## src/rtl/out_pkt_monitor.sv

```systemverilog
// Output-side packet monitor: 2-entry pass-through FIFO with
// framing checks and saturating traffic statistics.
module out_pkt_monitor #(
  parameter int DATA_WIDTH = 64,
  parameter int CTRL_WIDTH = DATA_WIDTH / 8
) (
  input  logic                  clk,
  input  logic                  reset,
  input  logic [DATA_WIDTH-1:0] in_data,
  input  logic [CTRL_WIDTH-1:0] in_ctrl,
  input  logic                  in_wr,
  output logic                  in_rdy,
  output logic [DATA_WIDTH-1:0] out_data,
  output logic [CTRL_WIDTH-1:0] out_ctrl,
  output logic                  out_wr,
  input  logic                  out_rdy,
  input  logic                  clr_stats,
  output logic [31:0]           pkt_count,
  output logic [31:0]           word_count,
  output logic [15:0]           err_count,
  output logic [15:0]           max_pkt_words
);

  typedef enum logic [1:0] {
    S_IDLE,
    S_HDR,
    S_BODY
  } state_t;

  logic [DATA_WIDTH-1:0] r_data [2];
  logic [CTRL_WIDTH-1:0] r_ctrl [2];
  logic                  r_wptr;
  logic                  r_rptr;
  logic [1:0]            r_occ;

  logic w_push;
  logic w_pop;
  logic w_drop;

  assign in_rdy   = (r_occ != 2'd2);
  assign out_wr   = (r_occ != 2'd0) && out_rdy;
  assign w_push   = in_wr && in_rdy;
  assign w_pop    = out_wr;
  assign w_drop   = in_wr && !in_rdy;
  assign out_data = (r_occ != 2'd0) ? r_data[r_rptr] : '0;
  assign out_ctrl = (r_occ != 2'd0) ? r_ctrl[r_rptr] : '0;

  always_ff @(posedge clk) begin
    if (!reset) begin
      r_wptr <= 1'b0;
      r_rptr <= 1'b0;
      r_occ  <= 2'd0;
      for (int i = 0; i < 2; i++) begin
        r_data[i] <= '0;
        r_ctrl[i] <= '0;
      end
    end else begin
      if (w_push) begin
        r_data[r_wptr] <= in_data;
        r_ctrl[r_wptr] <= in_ctrl;
        r_wptr         <= ~r_wptr;
      end
      if (w_pop) begin
        r_rptr <= ~r_rptr;
      end
      unique case ({w_push, w_pop})
        2'b10:   r_occ <= r_occ + 2'd1;
        2'b01:   r_occ <= r_occ - 2'd1;
        default: r_occ <= r_occ;
      endcase
    end
  end

  // Word classes: all-ones ctrl is a header, zero ctrl is payload,
  // anything else marks the last word of a packet.
  logic w_is_h;
  logic w_is_d;
  logic w_is_e;

  assign w_is_h = &in_ctrl;
  assign w_is_d = (in_ctrl == '0);
  assign w_is_e = !w_is_h && !w_is_d;

  state_t      r_state;
  state_t      w_state_nxt;
  logic [15:0] r_len;
  logic [15:0] w_len_nxt;
  logic [15:0] w_len_inc;
  logic        w_frm_err;
  logic        w_pkt_done;

  assign w_len_inc = (r_len == 16'hFFFF) ? r_len : r_len + 16'd1;

  always_ff @(posedge clk) begin
    if (!reset) begin
      r_state <= S_IDLE;
      r_len   <= 16'd0;
    end else begin
      r_state <= w_state_nxt;
      r_len   <= w_len_nxt;
    end
  end

  always_comb begin
    w_state_nxt = r_state;
    w_len_nxt   = r_len;
    w_frm_err   = 1'b0;
    w_pkt_done  = 1'b0;
    if (w_push) begin
      unique case (r_state)
        S_IDLE: begin
          unique case (1'b1)
            w_is_h: begin
              w_state_nxt = S_HDR;
              w_len_nxt   = 16'd1;
            end
            default: begin
              w_frm_err = 1'b1;
            end
          endcase
        end
        S_HDR: begin
          unique case (1'b1)
            w_is_h: begin
              w_len_nxt = w_len_inc;
            end
            w_is_d: begin
              w_state_nxt = S_BODY;
              w_len_nxt   = w_len_inc;
            end
            default: begin
              w_state_nxt = S_IDLE;
              w_len_nxt   = 16'd0;
              w_frm_err   = 1'b1;
            end
          endcase
        end
        S_BODY: begin
          unique case (1'b1)
            w_is_d: begin
              w_len_nxt = w_len_inc;
            end
            w_is_e: begin
              w_state_nxt = S_IDLE;
              w_len_nxt   = 16'd0;
              w_pkt_done  = 1'b1;
            end
            default: begin
              w_state_nxt = S_HDR;
              w_len_nxt   = 16'd1;
              w_frm_err   = 1'b1;
            end
          endcase
        end
        default: begin
          w_state_nxt = S_IDLE;
          w_len_nxt   = 16'd0;
        end
      endcase
    end
  end

  logic [31:0] r_pkt_cnt;
  logic [31:0] r_word_cnt;
  logic [15:0] r_err_cnt;
  logic [15:0] r_max;
  logic        w_err_inc;

  // A dropped write can only occur when nothing is accepted,
  // so the two error sources never coincide.
  assign w_err_inc = w_frm_err || w_drop;

  always_ff @(posedge clk) begin
    if (!reset || clr_stats) begin
      r_pkt_cnt  <= 32'd0;
      r_word_cnt <= 32'd0;
      r_err_cnt  <= 16'd0;
      r_max      <= 16'd0;
    end else begin
      if (w_push && (r_word_cnt != 32'hFFFF_FFFF)) begin
        r_word_cnt <= r_word_cnt + 32'd1;
      end
      if (w_err_inc && (r_err_cnt != 16'hFFFF)) begin
        r_err_cnt <= r_err_cnt + 16'd1;
      end
      if (w_pkt_done && (r_pkt_cnt != 32'hFFFF_FFFF)) begin
        r_pkt_cnt <= r_pkt_cnt + 32'd1;
      end
      if (w_pkt_done && (w_len_inc > r_max)) begin
        r_max <= w_len_inc;
      end
    end
  end

  assign pkt_count     = r_pkt_cnt;
  assign word_count    = r_word_cnt;
  assign err_count     = r_err_cnt;
  assign max_pkt_words = r_max;

endmodule
```

## config.mk

```make
export PLATFORM = sky130hd
export DESIGN_NAME = out_pkt_monitor
export DESIGN_NICKNAME = d
export VERILOG_FILES = /design/src/rtl/out_pkt_monitor.sv
export SDC_FILE = /design/constraint.sdc
export NUM_CORES = 1
export LEC_CHECK = 0
export ABC_CLOCK_PERIOD_IN_PS = 12400
export BUFFER_PORTS_ARGS = -buffer_cell sky130_fd_sc_hd__buf_2
export CAP_MARGIN = 20
export CORE_ASPECT_RATIO = 1.1
export CORE_MARGIN = 4
export CORE_UTILIZATION = 50
export CTS_BUF_LIST = sky130_fd_sc_hd__clkbuf_4
export DETAILED_ROUTE_END_ITERATION = 10
export PLACE_DENSITY = 0.73
export SLEW_MARGIN = 20
export SYNTH_ARGS = -nofsm -noshare
export SYNTH_HDL_FRONTEND = slang
export SYNTH_SLANG_ARGS = --single-unit
```

## constraint.sdc

```tcl
create_clock -name clk -period 12.4 [get_ports clk]
set_input_delay 1.86 -clock clk [delete_from_list [all_inputs] [get_ports clk]]
set_output_delay 1.86 -clock clk [all_outputs]
set_load 0.01 [all_outputs]
```

---- After elaboration in Yosys (flattened, before gate mapping) ----
Memories as Yosys holds them, arrays and structs flattened. A register that Yosys moved wholly into a read port is not among the register bits.
Cells that the tools add are included.
storage, ports and cells
  register bits ........................... 118
  latch bits .............................. 0
  bits in writable memories ............... 144
  ROM bits ................................ 0
  input port bits ......................... 77
  memories ................................ 2
memory list
  name    words  width  rd ports  clocked after memory_dff  write ports  RTL line  text
  r_data  2      64     1         1                         2            30        logic [DATA_WIDTH-1:0] r_data [2];
  r_ctrl  2      8      1         1                         2            31        logic [CTRL_WIDTH-1:0] r_ctrl [2];
cells by class
  add/subtract/negate cells ............... 6
  multiply operators ...................... 0
  div/mod/pow operators ................... 0
  $lt $le $gt $ge ......................... 1
  equality and inequality tests ........... 12
  shift operators ......................... 0
  mux-type cells .......................... 34
  bitwise gates (word level) .............. 2
  reductions and logical operators ........ 25
operator list
  cell                   number
  $mux 64                2
  $add 32x1->32 const B  2
  $ne 32x32->1 const B   2
  $reduce_or 64->1       1
  $mux 16                3
  $pmux 16 s3            1
  $add 16x1->16 const B  2
  $pmux 16 s2            1
  $mux 1                 19
  $eq 16x16->1 const B   1
  $gt 16x16->1           1
  $mux 8                 2
  $ne 16x16->1 const B   1
  $pmux 2 s2             3
  $logic_and 1x1->1      8
  $logic_not 8->1        1
  $ne 2x2->1 const B     4
  $reduce_and 8->1       1
  $reduce_or 8->1        1
  $pmux 2 s3             1
  $eq 2x1->1 const B     2
  $eq 2x2->1 const B     2
  $logic_not 1->1        4
  $reduce_and 4->1       1
  10 further kinds       14

---- Logic depth before layout (Yosys ltp) ----
  word-level depth ........................ 9
  depth in mapped cells ................... 14
  gate-level depth less buffers ........... 13

---- Worst setup path before layout ----
OpenSTA, ideal clock, no wires.
  path kind ............................... input-to-reg
  start point ............................. input port in_wr
  end point ............................... memory r_ctrl[0][0] in the netlist's numbering (enable)
  arrival time ............................ 7251 ps
  path slack .............................. 4548 ps
  stages .................................. 4
  buffers on the path ..................... 1
  path through ............................ and2_1 -> buf_6 -> inv_2 -> o21ai_0
RTL lines
  element             RTL line  text
  start: declaration  11        input logic in_wr,
  end: declaration    31

==> results by group <==
Setup path
  – R2R Path End: max_pkt_words[1]
  – Critical path endpoint category: output port
  – CP max FO: 45
  – Startpoint types: flop
  – Critical path arrival: 2670 ps
  – FF-to-FF path depth: 14
  – Critical path class: flop to output port
  – Req. time, crit path: 10,540 ps
  – R2r startpoint: r_len[0]
  – Internal reg-to-reg setup slack: 8360 ps

Layout
  – Filler cell count: 2,130
  – Layout Area Growth over Synthesis: 18.7%
  – Multi-input gate area: 0.00560 sq mm
  – Nets@finish: 1,584
  – Share of cells above drive strength 1: 25.8%
  – Register area: 0.00671 sq mm
  – Final std cells w/o fill: 1,847

STA
  – Worst Max-Slew Pin Slew: 1030 ps
  – # setup viols final: 0
  – Hold Vio Cnt, Final: 0
  – Pins Over Slew Limit: 0
  – Fin crit period: 4530 ps
  – RSZ-0062 raised after global routing: no
  – Setup TNS: 0 ps
  – Fin crit share: 36.5%
  – Max frequency: 221 MHz
  – Worst slew margin: 31.0%
  – Clock Skew: 55.3 ps

GRT
  – Global-route wire length before repair: 49.8 mm
  – Vias in the first global route: 10,000
  – Pin count of the biggest net entering global routing: 74
  – Initial antenna violation count: 2
  – Total GRT Usage: 21.4%
  – Grt ovf: 0

Route
  – Total Wirelength: 30.8 mm
  – Antenna Nets Post-Route: 0
  – DR vias: 10,100
  – Vias per inst: 5.45
  – First-pass DRT Iterations: 5
  – Post-DR wirelength/cell: 16.7 um
  – Iteration-0 DRC Markers: 633
  – Drt drc: 0

Power
  – Sequential power share: 46.2%
  – Switching share of power: 29.8%
  – Power density cells: 153 mW/mm^2
  – Cell internal pwr: 1.61 mW
  – Lkg Pwr: 6.13 nW
  – Comb power frac: 20.1%
  – Worst VDD drop: 0.0928 mV
  – Clock power share: 33.7%
  – Net Switching: 0.684 mW

Clocking
  – Sink Count: 263
  – CTS root buffer: clkbuf_4
  – Total CTS buffers: 70
  – Resize count post-CTS: 0
  – H-Tree Depth: 3
  – Hold-fix buffers, CTS: 0
  – Clock Path Buffers: 3
  – CTS tree: built
  – Skew-Pair Late Insertion Delay: 670 ps
  – Setup bufs post-CTS: 0
  – Clock transition at path regs: 60 ps

Hold path
  – Worst Hold Launch: err_count[12]
  – Hold path depth: 2
  – Hold path endpoint: err_count[12]
  – Worst min path class: flop to flop

Floorplan
  – Row cnt: 60
  – Core Area: 0.0247 sq mm
  – Die height: 175 um
  – Initial Util: 51.3%
  – Num ports: 247
  – Die width: 160 um
  – Die ar.: 0.0279 sq mm

Synthesis
  – #FFs+latches synth: 263
  – Syn avg cell area: 10.3 sq um
  – Mapped Cells: 1,224
  – Mapped cell area: 0.0127 sq mm
  – Synth unique cells: 65
  – Ys Warns: 0
  – Most frequent cells after synthesis: 158 x and2_1, 145 x nor2_1, 144 x edfxtp_1
  – Main synth FF type: edfxtp_1
  – Synth Net Count: 1,322
  – Ranking of synthesized cells by area: edfxtp_1 34%, dfxtp_1 19%, and2_1 7.8%, mux2i_1 5.8%, nor2_1 4.3%
  – Yosys top cell area share: 34.1%
  – Count leader, synth: and2_1
  – Ys async rst share: 0%
  – EDFF count, synth: 144
  – Seq/Total Area, Yosys: 52.9%
  – Synth area leader: edfxtp_1

Placement
  – Dpl cells: 1,724
  – Hpwl dp: 20.5 mm
  – Placer Congestion: 0.894
  – IO Port Bufs: 246

Outcome
  – Outcome: completed

Job
  – Max Cap Viol: 0
[cells in the final DEF (no fill, tap or decap), types with 30 or more instances in the layout]
cell / n
buf_2: 246
and2_1: 158
edfxtp_1: 144
nor2_1: 143
dfxtp_1: 118
clkbuf_4: 100
mux2i_1: 74
nand3_1: 54
nand2_1: 51
xor2_1: 40
nand4_1: 36
a21oi_1: 33
inv_1: 31
o21ai_0: 30
[cells by family after synthesis]
kind of cell,Yosys count,synth area share (%)
compound gates,133,6.83
xor+xnor,62,4.29
fa+ha+maj,21,2.07
buf+inv,98,3.17
flops,263,52.9
mux,76,6.03
simple gates,571,24.7
[power groups by stage]
stage | Clock (mW) | Sequential, mW | Combinational [mW]
after floorplan | 0 | 1.06 | 0.321
after global placement | 0 | 1.07 | 0.461
after detailed placement | 0 | 1.08 | 0.468
after CTS | 0.799 | 1.06 | 0.469
after global routing | 0.849 | 1.07 | 0.506
final | 0.773 | 1.06 | 0.462
[final cells by class]
| type | instances | area share, % |
|---|---|---|
| clock buffer | 100 | 4.99 |
| inverter | 32 | 0.799 |
| multi-input combinational | 863 | 37.3 |
| clock inverter | 22 | 1.06 |
| tap | 310 | 2.58 |
| timing repair buffer | 256 | 8.69 |
| sequential | 263 | 44.6 |
| antenna | 1 | 0.0166 |
[state kept, by name, indices dropped and copies added (netlist names), named ones only]
name,count
max_pkt_words,16
r_len,16
r_data,128
r_rptr,1
r_occ,2
word_count,32
r_ctrl,16
err_count,16
pkt_count,32
r_wptr,1
r_state,2
[worst max-delay path by stage]
stage | start | end | slack (ps)
after floorplan | in_wr | r_ctrl[0][0] | 4550
after global placement | reset | r_data[1][52] | 7940
after detailed placement | reset | r_data[1][28] | 7890
after CTS | flop | out_ctrl[7] | 7800
after global routing | flop | out_ctrl[2] | 7720
final | flop | out_ctrl[7] | 7870
[worst max-delay path: stages (launching register included)]
cell,delay (ps)
dfxtp_4,650
buf_4,680
mux2i_1,160
nor2_1,250
buf_2,190
[per-stage QoR]
step	cell area [sq um]	setup WS (ps)	util (%)	hold WS [ps]	power, mW
after global routing	15000	7720	60.9	522	2.42
final	15000	7870	60.9	492	2.29
after CTS	15000	7800	60.9	496	2.33
after floorplan	12700	4550	-	478	1.38
after global placement	14100	7940	57.2	474	1.54
after detailed placement	14100	7890	57.2	487	1.55
[metal layers]
layer | track usage (%) | part of all wire [%] | vias up
met5 | 0 | 0.042 | -
met4 | 8.39 | 2.6 | 2
met3 | 6.16 | 7.5 | 62
met2 | 34.8 | 47 | 320
met1 | 27.1 | 43 | 4759
li1 | - | - | 4915
(Power assumes the default switching activity.)
